## config.mk

```make
export PLATFORM = sky130hd
export DESIGN_NAME = csr_master_arbiter
export DESIGN_NICKNAME = d
export VERILOG_FILES = /design/src/rtl/csr_pkg.sv /design/src/rtl/csr_rr_arbiter.sv /design/src/rtl/csr_master_arbiter.sv
export SDC_FILE = /design/constraint.sdc
export NUM_CORES = 1
export LEC_CHECK = 0
export BUFFER_PORTS_ARGS = -buffer_cell sky130_fd_sc_hd__buf_2
export CORE_AREA = 2 2 157 159
export DETAILED_ROUTE_END_ITERATION = 12
export DIE_AREA = 0 0 159 161
export HOLD_SLACK_MARGIN = 0.15
export PLACE_DENSITY = 0.6
export SYNTH_ARGS = -nofsm -noshare
export SYNTH_HDL_FRONTEND = slang
export SYNTH_SLANG_ARGS = --single-unit
export TNS_END_PERCENT = 10
```

## constraint.sdc

```tcl
create_clock -name clk -period 3.4 [get_ports clk]
set_input_delay 0.68 -clock clk [delete_from_list [all_inputs] [get_ports clk]]
set_output_delay 0.68 -clock clk [all_outputs]
set_load 0.01 [all_outputs]
```

## src/rtl/csr_pkg.sv

```systemverilog
// Shared CSR bus payload types and field widths.
package csr_pkg;

    localparam int unsigned CSR_SELECT_W = 16;
    localparam int unsigned CSR_ADDR_W   = 16;
    localparam int unsigned CSR_DATA_W   = 32;

    typedef struct packed {
        logic                    valid;
        logic                    read_not_write;
        logic [CSR_SELECT_W-1:0] select;
        logic [CSR_ADDR_W-1:0]   address;
        logic [CSR_DATA_W-1:0]   data;
    } csr_request_t;

    typedef struct packed {
        logic                  acknowledge;
        logic                  read_data_valid;
        logic                  read_data_error;
        logic [CSR_DATA_W-1:0] read_data;
    } csr_response_t;

endpackage

```

## src/rtl/csr_rr_arbiter.sv

```systemverilog
// Combinational round-robin pick: first requester at or after ptr_i, wrapping modulo N.
module csr_rr_arbiter #(
    parameter int unsigned N     = 4,
    parameter int unsigned PTR_W = $clog2(N)
) (
    input  logic [N-1:0]     req_i,
    input  logic [PTR_W-1:0] ptr_i,
    output logic [N-1:0]     grant_c_o,
    output logic [PTR_W-1:0] idx_c_o,
    output logic             any_c_o
);

    logic [PTR_W-1:0] cand;

    always_comb begin
        grant_c_o = '0;
        idx_c_o   = '0;
        any_c_o   = 1'b0;
        cand      = '0;
        for (int unsigned k = 0; k < N; k++) begin
            cand = PTR_W'((32'(ptr_i) + k) % N);
            if (!any_c_o && req_i[cand]) begin
                any_c_o         = 1'b1;
                idx_c_o         = cand;
                grant_c_o[cand] = 1'b1;
            end
        end
    end

endmodule

```

## src/rtl/csr_master_arbiter.sv

```systemverilog
// Shares one CSR master port between NUM_CLIENTS requesters with round-robin
// arbitration; sequences request, acknowledge, optional read data, and completion.
module csr_master_arbiter
    import csr_pkg::*;
#(
    parameter int unsigned NUM_CLIENTS = 4
) (
    input  logic                                clk,
    input  logic                                reset_n,
    input  logic [NUM_CLIENTS-1:0]              client_req,
    input  logic [NUM_CLIENTS-1:0]              client_read_not_write,
    input  logic [CSR_SELECT_W*NUM_CLIENTS-1:0] client_select,
    input  logic [CSR_ADDR_W*NUM_CLIENTS-1:0]   client_address,
    input  logic [CSR_DATA_W*NUM_CLIENTS-1:0]   client_wdata,
    output logic [NUM_CLIENTS-1:0]              client_done,
    output logic [CSR_DATA_W-1:0]               client_read_data,
    output logic                                client_error,
    output logic                                csr_request__valid,
    output logic                                csr_request__read_not_write,
    output logic [CSR_SELECT_W-1:0]             csr_request__select,
    output logic [CSR_ADDR_W-1:0]               csr_request__address,
    output logic [CSR_DATA_W-1:0]               csr_request__data,
    input  logic                                csr_response__acknowledge,
    input  logic                                csr_response__read_data_valid,
    input  logic                                csr_response__read_data_error,
    input  logic [CSR_DATA_W-1:0]               csr_response__read_data
);

    localparam int unsigned N     = NUM_CLIENTS;
    localparam int unsigned PTR_W = $clog2(NUM_CLIENTS);

    typedef enum logic [1:0] {S_IDLE, S_REQ, S_RDATA, S_DONE} state_e;

    state_e                state_q;
    logic [PTR_W-1:0]      ptr_q, ptr_d, grant_q;
    logic [N-1:0]          grant_oh_q;
    csr_request_t          req_q, req_d;
    csr_response_t         rsp;
    logic [N-1:0]          done_q;
    logic [CSR_DATA_W-1:0] rdata_q;
    logic                  err_q;

    logic [N-1:0]          arb_grant;
    logic [PTR_W-1:0]      arb_idx;
    logic                  arb_any;

    logic [CSR_SELECT_W-1:0] sel_a   [N];
    logic [CSR_ADDR_W-1:0]   addr_a  [N];
    logic [CSR_DATA_W-1:0]   wdata_a [N];

    for (genvar g = 0; g < N; g++) begin : g_unpack
        assign sel_a[g]   = client_select[g*CSR_SELECT_W +: CSR_SELECT_W];
        assign addr_a[g]  = client_address[g*CSR_ADDR_W +: CSR_ADDR_W];
        assign wdata_a[g] = client_wdata[g*CSR_DATA_W +: CSR_DATA_W];
    end

    assign rsp = '{acknowledge:     csr_response__acknowledge,
                   read_data_valid: csr_response__read_data_valid,
                   read_data_error: csr_response__read_data_error,
                   read_data:       csr_response__read_data};

    csr_rr_arbiter #(.N(N), .PTR_W(PTR_W)) u_rr (
        .req_i     (client_req),
        .ptr_i     (ptr_q),
        .grant_c_o (arb_grant),
        .idx_c_o   (arb_idx),
        .any_c_o   (arb_any)
    );

    // Winner's request as it will be launched on grant.
    always_comb begin
        req_d                = '0;
        req_d.valid          = 1'b1;
        req_d.read_not_write = client_read_not_write[arb_idx];
        req_d.select         = sel_a[arb_idx];
        req_d.address        = addr_a[arb_idx];
        req_d.data           = wdata_a[arb_idx];
    end

    always_comb begin
        ptr_d = (grant_q == PTR_W'(N - 1)) ? '0 : grant_q + 1'b1;
    end

    // Transaction sequencer; every output comes straight from a register here.
    always_ff @(posedge clk or negedge reset_n) begin
        if (!reset_n) begin
            state_q    <= S_IDLE;
            ptr_q      <= '0;
            grant_q    <= '0;
            grant_oh_q <= '0;
            req_q      <= '0;
            done_q     <= '0;
            rdata_q    <= '0;
            err_q      <= 1'b0;
        end else begin
            case (state_q)
                S_IDLE: begin
                    if (arb_any) begin
                        req_q      <= req_d;
                        grant_q    <= arb_idx;
                        grant_oh_q <= arb_grant;
                        state_q    <= S_REQ;
                    end
                end
                S_REQ: begin
                    if (rsp.acknowledge) begin
                        req_q.valid <= 1'b0;
                        if (req_q.read_not_write) begin
                            state_q <= S_RDATA;
                        end else begin
                            done_q  <= grant_oh_q;
                            state_q <= S_DONE;
                        end
                    end
                end
                S_RDATA: begin
                    if (rsp.read_data_valid) begin
                        rdata_q <= rsp.read_data;
                        err_q   <= rsp.read_data_error;
                        done_q  <= grant_oh_q;
                        state_q <= S_DONE;
                    end
                end
                S_DONE: begin
                    done_q  <= '0;
                    rdata_q <= '0;
                    err_q   <= 1'b0;
                    ptr_q   <= ptr_d;
                    state_q <= S_IDLE;
                end
                default: state_q <= S_IDLE;
            endcase
        end
    end

    assign client_done                 = done_q;
    assign client_read_data            = rdata_q;
    assign client_error                = err_q;
    assign csr_request__valid          = req_q.valid;
    assign csr_request__read_not_write = req_q.read_not_write;
    assign csr_request__select         = req_q.select;
    assign csr_request__address        = req_q.address;
    assign csr_request__data           = req_q.data;

endmodule

```

==> results of run 1 <==
## worst max path at each step
| stage | from | endpoint | slack, ps | depth (start not counted) |
|---|---|---|---|---|
| after global routing | ptr_q[0] | csr_request__select[5] | 170 | 8 |
| after floorplan | ptr_q[0] | csr_request__valid | 420 | 13 |
| after CTS | ptr_q[0] | csr_request__select[5] | 290 | 8 |
| final | ptr_q[0] | csr_request__select[5] | 370 | 8 |
| after global placement | client_req[3] | csr_request__select[5] | 230 | 8 |
| after detailed placement | client_req[3] | csr_request__select[5] | 220 | 8 |
## layer usage
layer | vias up | GRT usage | routed length, um
met5 | - | 0 | 13
met3 | 48 | 0.0632 | 2390
met1 | 3728 | 0.255 | 11000
met2 | 376 | 0.352 | 13400
li1 | 3795 | - | -
met4 | 2 | 0.0818 | 853
## state kept, by name (all words and copies together) (netlist names), 2 cells and up
register	count
state_q	2
client_read_data	32
csr_request__select	16
grant_oh_q	4
grant_q	2
csr_request__data	32
csr_request__address	16
ptr_q	2
client_done	4
## cell usage in the layout (no fill, tap or decap), drive strengths merged, types with 19 or more instances in the layout
cell type / n
buf: 426
clkbuf: 19
a221oi: 69
nand3: 64
nand2b: 36
a311oi: 64
nor2: 79
dfrtp: 113
o21ai: 45
nand2: 231
## power by group
| group | switching [mW] | internal, mW |
|---|---|---|
| logic | 3.72 | 2.22 |
| registers | 0.346 | 2.04 |
| clock network | 0.712 | 1.25 |
## layout make-up
type	instances	area share
inverters	13	0.00487
clock inverters	13	0.0186
flip-flops and latches	113	0.282
well taps	324	0.0405
repair buffers	426	0.231
diodes	4	0.000999
multi-input cells	644	0.377
clock buffers	19	0.0442
## through the flow
step / total power [mW] / std cells / area [um2] / hold WS [ps] / setup WS [ps]
6_report: 10.3 / 1556 / 10000 / 281 / 373
5_1_grt: 11.1 / 1554 / 10000 / 316 / 168
4_1_cts: 10.4 / 1552 / 10000 / 289 / 293
3_5_place_dp: 8.39 / 1520 / 9380 / 465 / 216
3_3_place_gp: 8.29 / 1520 / 9380 / 458 / 226
2_1_floorplan: 6.27 / 849 / 7000 / 384 / 424
## logic make-up (layout without fill, tap and decap cells)
kind of cell             count (synthesis)  after routing  synth area share
AND/OR/NAND/NOR                        422            422             0.260
other                                    0              4                 0
AO/OA/AOI/OAI                          200            200             0.228
buffers and inverters                   92            471            0.0656
flip-flops                             113            113             0.404
XOR/XNOR                                 1              1           0.00125
multiplexers                            10             10            0.0215
adder cells (fa/ha/maj)                 11             11            0.0197
==> metrics, run 1 <==
status finished, final reports clean; vias in the first global route 7653; hold_buf cts 0; PD cells 1030 nW/um2; number of I/O port buffers 403; Die H 161 um; crit start category register; total of max-cap violations 0; 1st-iter DRT viols 550; crit-path cells buf_4, mux4_2, and2_0, a31oi_1, nand2_4, buf_12, a221oi_1, a311oi_1; Syn. warnings 0; clock buffer count from CTS 17; Seq/Total Area, Yosys 0.404; CTS H-tree depth 4; CTS tree built; layout cells sized above 1 0.391; Die W 159 um; Final Core Density 0.418; pin count of the biggest net entering global routing 102; top-area cell type share of the netlist area 0.404; slowest cell on the critical path mux4_2; Syn Inst Count 849; dominant synthesized flop cell dfrtp_1; Crit Path Class register to register; routed wire length 27.7 mm; R2R setup slack 370 ps; setup_tns 0 ps; Achievable Freq 0.330 GHz; mapped cell area 7000 um2; I/O pins 404; per-cell routed wire length 17.8 um; final setup vio count 0; Reg clk slew, reported paths 60 ps; initial core utilization 0.292; r2r startpoint ptr_q[0]; Post-synth top cells nand2_1, dfrtp_1, nor2_1; Synth async-reset ratio 1.00; RSZ-0062 raised after global routing no; Filler cells 2486; routed vias 7949; Clock Tree Buf Depth 2; GRT Resource Usage Total 0.210; first-pass GRT wire length 42.6 mm; Rel. slew slack 0.390; drt first pass iters 5; EDFF count, synth 0; post_cts resized 0; max incr delay on CP 680 ps; crit path max fanout 40; Worst R2R End csr_request__select[5]; post-DP HPWL 20.2 mm; drt via density 5.11; Worst EP arrival 3260 ps; Syn Nets 1161; initial antenna violation count 5; Final Cycle Share 0.890; Worst Setup End Kind register; CP top delay family compound AO/OA/AOI/OAI gates; gpl congestion 0.864; worst-margin pin slew 915 ps; synthesis-to-finish area growth 43.2%; endpoints failing hold 0; clk sink count 113; Req. time, crit path 3640 ps; clock period minus worst slack 3030 ps; most common cell in the netlist nand2_1; Slew Viols, Final 0; Hold Crit Class input port to async pin; peak supply drop 603 uV; register area 2830 um2; GR Overflow Total 0; leakage power 4.62 nW; Mapped Avg Cell Area 8.24 um2; root buffer cell clkbuf_16; Final Skew 17.0 ps; multi-input logic area 3780 um2; synth unique cells 37; Die ar. 25600 um2; row count 57; Synth area leaders dfrtp_1, nand2_1, a221oi_1; Final #Nets 1527; Worst-Skew Late Latency 410 ps; post-CTS setup-driven buffer insertion count 0; core footprint 24000 um2; CP bufs+invs 2; Yosys reg bits 113; Routed Antenna Nets 0; cell taking the most area after synthesis dfrtp_1; drt drc 0; R2R depth 8
Power figures use the tool's default switching activity.
==> run 2: changes to the inputs <==
--- a/config.mk
+++ b/config.mk
@@ -6,11 +6,13 @@
 export NUM_CORES = 1
 export LEC_CHECK = 0
 export BUFFER_PORTS_ARGS = -buffer_cell sky130_fd_sc_hd__buf_2
-export CORE_AREA = 2 2 157 159
+export CELL_PAD_IN_SITES_DETAIL_PLACEMENT = 1
+export CELL_PAD_IN_SITES_GLOBAL_PLACEMENT = 2
+export CORE_MARGIN = 2
+export CORE_UTILIZATION = 23
 export DETAILED_ROUTE_END_ITERATION = 12
-export DIE_AREA = 0 0 159 161
 export HOLD_SLACK_MARGIN = 0.15
-export PLACE_DENSITY = 0.6
+export PLACE_DENSITY = 0.83
 export SYNTH_ARGS = -nofsm -noshare
 export SYNTH_HDL_FRONTEND = slang
 export SYNTH_SLANG_ARGS = --single-unit
==> metrics, run 2 (same netlist as run 1, synthesis figures left out) <==
I/O pins 404 (unchanged); metal2 WL 14.8 mm (+10%); leakage power 4.63 nW (+0.30%); post-CTS setup-driven buffer insertion count 0 (unchanged); pre-CTS setup slack 243 ps (+26.7 ps); pin count of the biggest net entering global routing 67 (-34%); Gate power share 0.580 (+0.002); synthesis-to-finish area growth 44.2%; Routed Antenna Nets 0 (unchanged); top layer in use met4; RSZ-0062 raised after global routing no; hold_buf cts 0 (unchanged); core footprint 29800 um2 (+24%); max incr delay on CP 630 ps (-50 ps); first-pass GRT wire length 46.4 mm (+9.1%); Crit Path Class register to register; Worst Setup End Kind register; drt first pass iters 5 (unchanged); 1st-iter DRT viols 338 (-39%); drt drc 0 (unchanged); post-DP HPWL 22.7 mm (+12%); Worst EP arrival 3280 ps (+20 ps); Clock Tree Buf Depth 2 (unchanged); sw frac 0.474 (+0.00921); GR Overflow Total 0 (unchanged); Final Skew 11.8 ps (-5.18 ps); number of I/O port buffers 403 (unchanged); Slew Viols, Final 0 (unchanged); final setup vio count 0 (unchanged); final instance area 10100 um2 (+0.66%); Die W 178 um (+12%); met3 routed WL 2.46 mm (+3.2%); gpl congestion 0.803 (-7.1%); met1 WL 12.8 mm (+16%); row count 63 (+11%); slowest cell on the critical path mux4_2; Final Cycle Share 0.876 (-0.0147); endpoints failing hold 0 (unchanged); setup_tns 0 ps (unchanged); Switch Pwr 4.92 mW (+3.1%); peak supply drop 536 uV (-11%); clock buffer count from CTS 17 (unchanged); clk sink count 113 (unchanged); CP top delay family compound AO/OA/AOI/OAI gates; Die H 178 um (+11%); total of max-cap violations 0 (unchanged); CP bufs+invs 2 (unchanged); crit start category register; Rel. slew slack 0.419 (+0.0285); crit path max fanout 30 (-25%); routed vias 8078 (+1.6%); layout cells sized above 1 0.393 (+0.00198); Hold Crit Class input port to async pin; Req. time, crit path 3700 ps (+60 ps); Clk network pwr share 0.189 (-0.002); worst-margin pin slew 872 ps (-42.7 ps); clock period minus worst slack 2980 ps (-50.0 ps); initial antenna violation count 7 (+2); PD cells 1030 nW/um2 (+0.39%); GRT Resource Usage Total 0.189 (-0.0213); status finished, final reports clean; most common cell after layout, fill and taps aside buf_2; root buffer cell clkbuf_16; post_cts resized 0 (unchanged); Reg clk slew, reported paths 60 ps (about the same); initial core utilization 0.235 (-0.0572); most frequent cells in the layout buf_2, nand2_1, dfrtp_1, nor2_1, a221oi_1; Most common cell on crit path buf_4; Area after DPL 9440 um2 (+0.67%); CTS tree built; vias in the first global route 8443 (+10%); Die ar. 31800 um2 (+24%); Achievable Freq 0.336 GHz (+1.7%); CTS H-tree depth 4 (unchanged); Flop pwr share 0.230 (-0.002); crit-path cells buf_4, mux4_2, o21ai_0, a31oi_1, nand2_4, buf_4, a221oi_1, a311oi_1; Final #Nets 1531 (+0.26%); Worst-Skew Late Latency 420 ps (about the same); setup ws final 423 ps (+50.0 ps); routed wire length 30.9 mm (+12%); per-cell routed wire length 19.0 um (+6.9%); P_int 5.47 mW (-0.68%); drt via density 4.96 (-2.9%)
## run 2: changes by cell type in the layout (fill, tap and decap cells not counted)
cell	previous run	this run
inv_6	0	1
clkinvlp_4	4	2
buf_12	10	6
diode_2	4	6
buf_4	14	22
clkinv_2	2	3
## run 2: layout make-up
type | instances | area, um2
diodes | 6 | 15.0
well taps | 390 | 488
fillers | 3686 | 19700
repair buffers | 430 | 2300
clock inverters | 13 | 185
multi-input cells | 644 | 3780
flip-flops and latches | 113 | 2830
clock buffers | 19 | 443
inverters | 13 | 48.8
## run 2: worst paths after layout
kind | start | to | slack (ps) | depth (start not counted)
hold / removal | reset_n | client_error | 280 | 1
max in group asynchronous | reset_n | client_read_data[28] | 2380 | 2
hold reg to reg | client_read_data[25] | client_read_data[25] | 470 | 2
setup reg to reg | ptr_q[0] | csr_request__address[13] | 420 | 8
min in group clk | client_read_data[25] | client_read_data[25] | 470 | 2
setup / recovery | ptr_q[0] | csr_request__address[13] | 420 | 8
## run 2: power groups by stage
| stage | Sequential (mW) | Combinational (mW) | Clock [mW] |
|---|---|---|---|
| 2_1_floorplan | 2.67 | 3.59 | 0 |
| 3_3_place_gp | 2.40 | 5.96 | 0 |
| 3_5_place_dp | 2.42 | 6.09 | 0 |
| 4_1_cts | 2.41 | 6.11 | 2.03 |
| 5_1_grt | 2.48 | 6.67 | 2.08 |
| 6_report | 2.40 | 6.03 | 1.97 |
## run 2: per-layer routing
layer,track usage,up-vias
li1,-,3807
met3,0.0543,41
met5,0,-
met2,0.324,333
met4,0.0738,0
met1,0.221,3897
## run 2: worst reg2reg max path: cells and delay by family (launching register included)
family	cells	cell delay (ps)
buffers and inverters	2	590
muxes	1	640
AOI/OAI and AO/OA	4	1140
and+or+nand+nor	1	150
DFF	1	360
## run 2: stage by stage
| step | hold slack (ps) | cells | total power [mW] | util |
|---|---|---|---|---|
| after global placement | 457 | 1590 | 8.36 | 0.317 |
| final | 279 | 1628 | 10.4 | 0.338 |
| after detailed placement | 464 | 1590 | 8.52 | 0.317 |
| after floorplan | 384 | 849 | 6.27 | - |
| after CTS | 300 | 1622 | 10.6 | 0.338 |
| after global routing | 305 | 1627 | 11.2 | 0.338 |
==> run 3: changes to the inputs <==
--- a/config.mk
+++ b/config.mk
@@ -9,11 +9,13 @@
 export CELL_PAD_IN_SITES_DETAIL_PLACEMENT = 1
 export CELL_PAD_IN_SITES_GLOBAL_PLACEMENT = 2
 export CORE_MARGIN = 2
-export CORE_UTILIZATION = 23
+export CORE_UTILIZATION = 25
 export DETAILED_ROUTE_END_ITERATION = 12
 export HOLD_SLACK_MARGIN = 0.15
 export PLACE_DENSITY = 0.83
+export REMOVE_ABC_BUFFERS = 1
 export SYNTH_ARGS = -nofsm -noshare
 export SYNTH_HDL_FRONTEND = slang
+export SYNTH_HIERARCHICAL = 1
 export SYNTH_SLANG_ARGS = --single-unit
 export TNS_END_PERCENT = 10
==> metrics, run 3 <==
Most common cell on crit path buf_12; Crit Path Class register to register; GRT Resource Usage Total 0.185 (-0.00394); crit path max fanout 26 (-13%); setup ws final 427 ps (+4.43 ps); Die H 169 um (-5.1%); post-CTS setup-driven buffer insertion count 0 (unchanged); initial core utilization 0.254 (+0.0191); Final Cycle Share 0.874 (-0.00130); root buffer cell clkbuf_16; first-pass GRT wire length 40.6 mm (-12%); per-cell routed wire length 19.4 um (+2.3%); drt first pass iters 4 (-1); Yosys reg bits 113 (unchanged); Final #Nets 1321 (-14%); clk sink count 113 (unchanged); pin count of the biggest net entering global routing 114 (+70%); endpoints failing hold 0 (unchanged); Hold Crit Class input port to async pin; Synth area leaders dfrtp_1, mux2i_1, o221ai_2; Reg clk slew, reported paths 70 ps (about the same); cell taking the most area after synthesis dfrtp_1; Post-synth top cells mux2i_1, dfrtp_1, nand2_1; worst-margin pin slew 658 ps (-214 ps); PD cells 1130 nW/um2 (+9.9%); Final Core Density 0.370 (+0.0315); slowest cell on the critical path o311ai_0; final instance area 9940 um2 (-1.4%); clock buffer count from CTS 17 (unchanged); Synth async-reset ratio 1.00 (unchanged); row count 60 (-4.8%); dominant synthesized flop cell dfrtp_1; pre-CTS setup slack 257 ps (+13.9 ps); most common cell after layout, fill and taps aside buf_2; crit-path cells inv_1, ha_1, mux4_2, o311ai_0, a32o_4, buf_12, buf_12, mux2i_1, o221ai_2; Die W 169 um (-5.1%); top-area cell type share of the netlist area 0.414 (+0.0102); most frequent cells in the layout buf_2, mux2i_1, dfrtp_1, nand2_1, o221ai_2; Worst-Skew Late Latency 420 ps (about the same); Achievable Freq 0.336 GHz (+0.15%); initial antenna violation count 2 (-5); number of I/O port buffers 403 (unchanged); peak supply drop 429 uV (-20%); Seq/Total Area, Yosys 0.414 (+0.0102); gpl congestion 0.861 (+7.3%); final setup vio count 0 (unchanged); mapped cell area 6830 um2 (-2.4%); post_cts resized 0 (unchanged); I/O pins 404 (unchanged); crit start category register; Worst Setup End Kind register; post-DP HPWL 20.2 mm (-11%); Syn. warnings 6 (+6); Slew Viols, Final 0 (unchanged); R2R setup slack 430 ps (about the same); total of max-cap violations 0 (unchanged); CTS tree built; most common cell in the netlist mux2i_1; 1st-iter DRT viols 235 (-30%); GR Overflow Total 0 (unchanged); Die ar. 28600 um2 (-10%); worst hold slack 355 ps (+75.2 ps); synth unique cells 37 (unchanged); clock period minus worst slack 2970 ps (-4.43 ps); Clock Tree Buf Depth 2 (unchanged); CP Launch Point ptr_q[1]; EDFF count, synth 0 (unchanged); Syn Inst Count 609 (-28%); Rel. slew slack 0.561 (+0.142); vias in the first global route 7007 (-17%); Routed Antenna Nets 0 (unchanged); layout cells sized above 1 0.524 (+0.131); routed vias 6415 (-21%); multi-input logic area 3700 um2 (-2.1%); Final Skew 12.2 ps (+0.309 ps); routed wire length 26.5 mm (-14%); hold_buf cts 0 (unchanged); register area 2830 um2 (unchanged); setup_tns 0 ps (unchanged); drt drc 0 (unchanged); CTS H-tree depth 4 (unchanged); core footprint 26900 um2 (-9.8%); drt via density 4.70 (-5.2%); status finished, final reports clean; r2r startpoint ptr_q[1]; Worst EP arrival 3260 ps (-20 ps); Area after DPL 9340 um2 (-1.0%); Req. time, crit path 3690 ps (about the same); max incr delay on CP 480 ps (-150 ps); Filler cells 3159 (-14%); leakage power 5.09 nW (+9.9%); RSZ-0062 raised after global routing no; synthesis-to-finish area growth 45.7%; Mapped Avg Cell Area 11.2 um2 (+36%)
[run 3: routing by layer]
layer,up-vias,part of all wire,GRT usage
met5,-,0,0
met3,27,0.080,0.0613
met4,0,0.022,0.0572
li1,3052,-,-
met1,3090,0.40,0.214
met2,246,0.50,0.323
[run 3: critical path, delay by kind of cell, from the launching register on]
kind	cells	cell delay, ps
buf+inv	3	500
fa+ha+maj	1	380
compound gates	3	860
flops	1	340
mux	2	710
[run 3: report_power, final]
part           switching (mW)  total, mW  internal [mW]
Sequential              0.353       2.36           2.01
Clock                   0.742       1.85           1.11
Combinational            3.81       7.06           3.24
Total                    4.91       11.3           6.36
[run 3: logic make-up after synthesis]
kind of cell | share of synthesized area
buffers and inverters | 0.0488
and+or+nand+nor | 0.106
adders and majority gates | 0.0220
DFF | 0.414
AOI/OAI and AO/OA | 0.178
muxes | 0.231
[run 3: cell type report]
cell class,instances,share of cell area
Clock inverter,14,0.0157
Antenna cell,2,0.000503
Clock buffer,18,0.0442
Timing Repair Buffer,430,0.237
Tap cell,341,0.0429
Inverter,7,0.00264
Sequential cell,113,0.284
Multi-Input combinational cell,439,0.372
[run 3: worst paths after layout]
kind                                    endpoint  cells after the start
setup / recovery            csr_request__data[8]                      9
hold / removal               client_read_data[0]                      2
setup reg to reg            csr_request__data[8]                      9
hold reg to reg              client_read_data[8]                      2
max in group asynchronous  csr_request__data[24]                      2
min in group clk             client_read_data[8]                      2
[run 3: through the flow]
stage               power [mW]  instances
finish                    11.3       1364
global route              12.1       1363
CTS                       11.5       1362
detailed placement        9.54       1330
global placement          9.34       1330
floorplan                 5.74        559
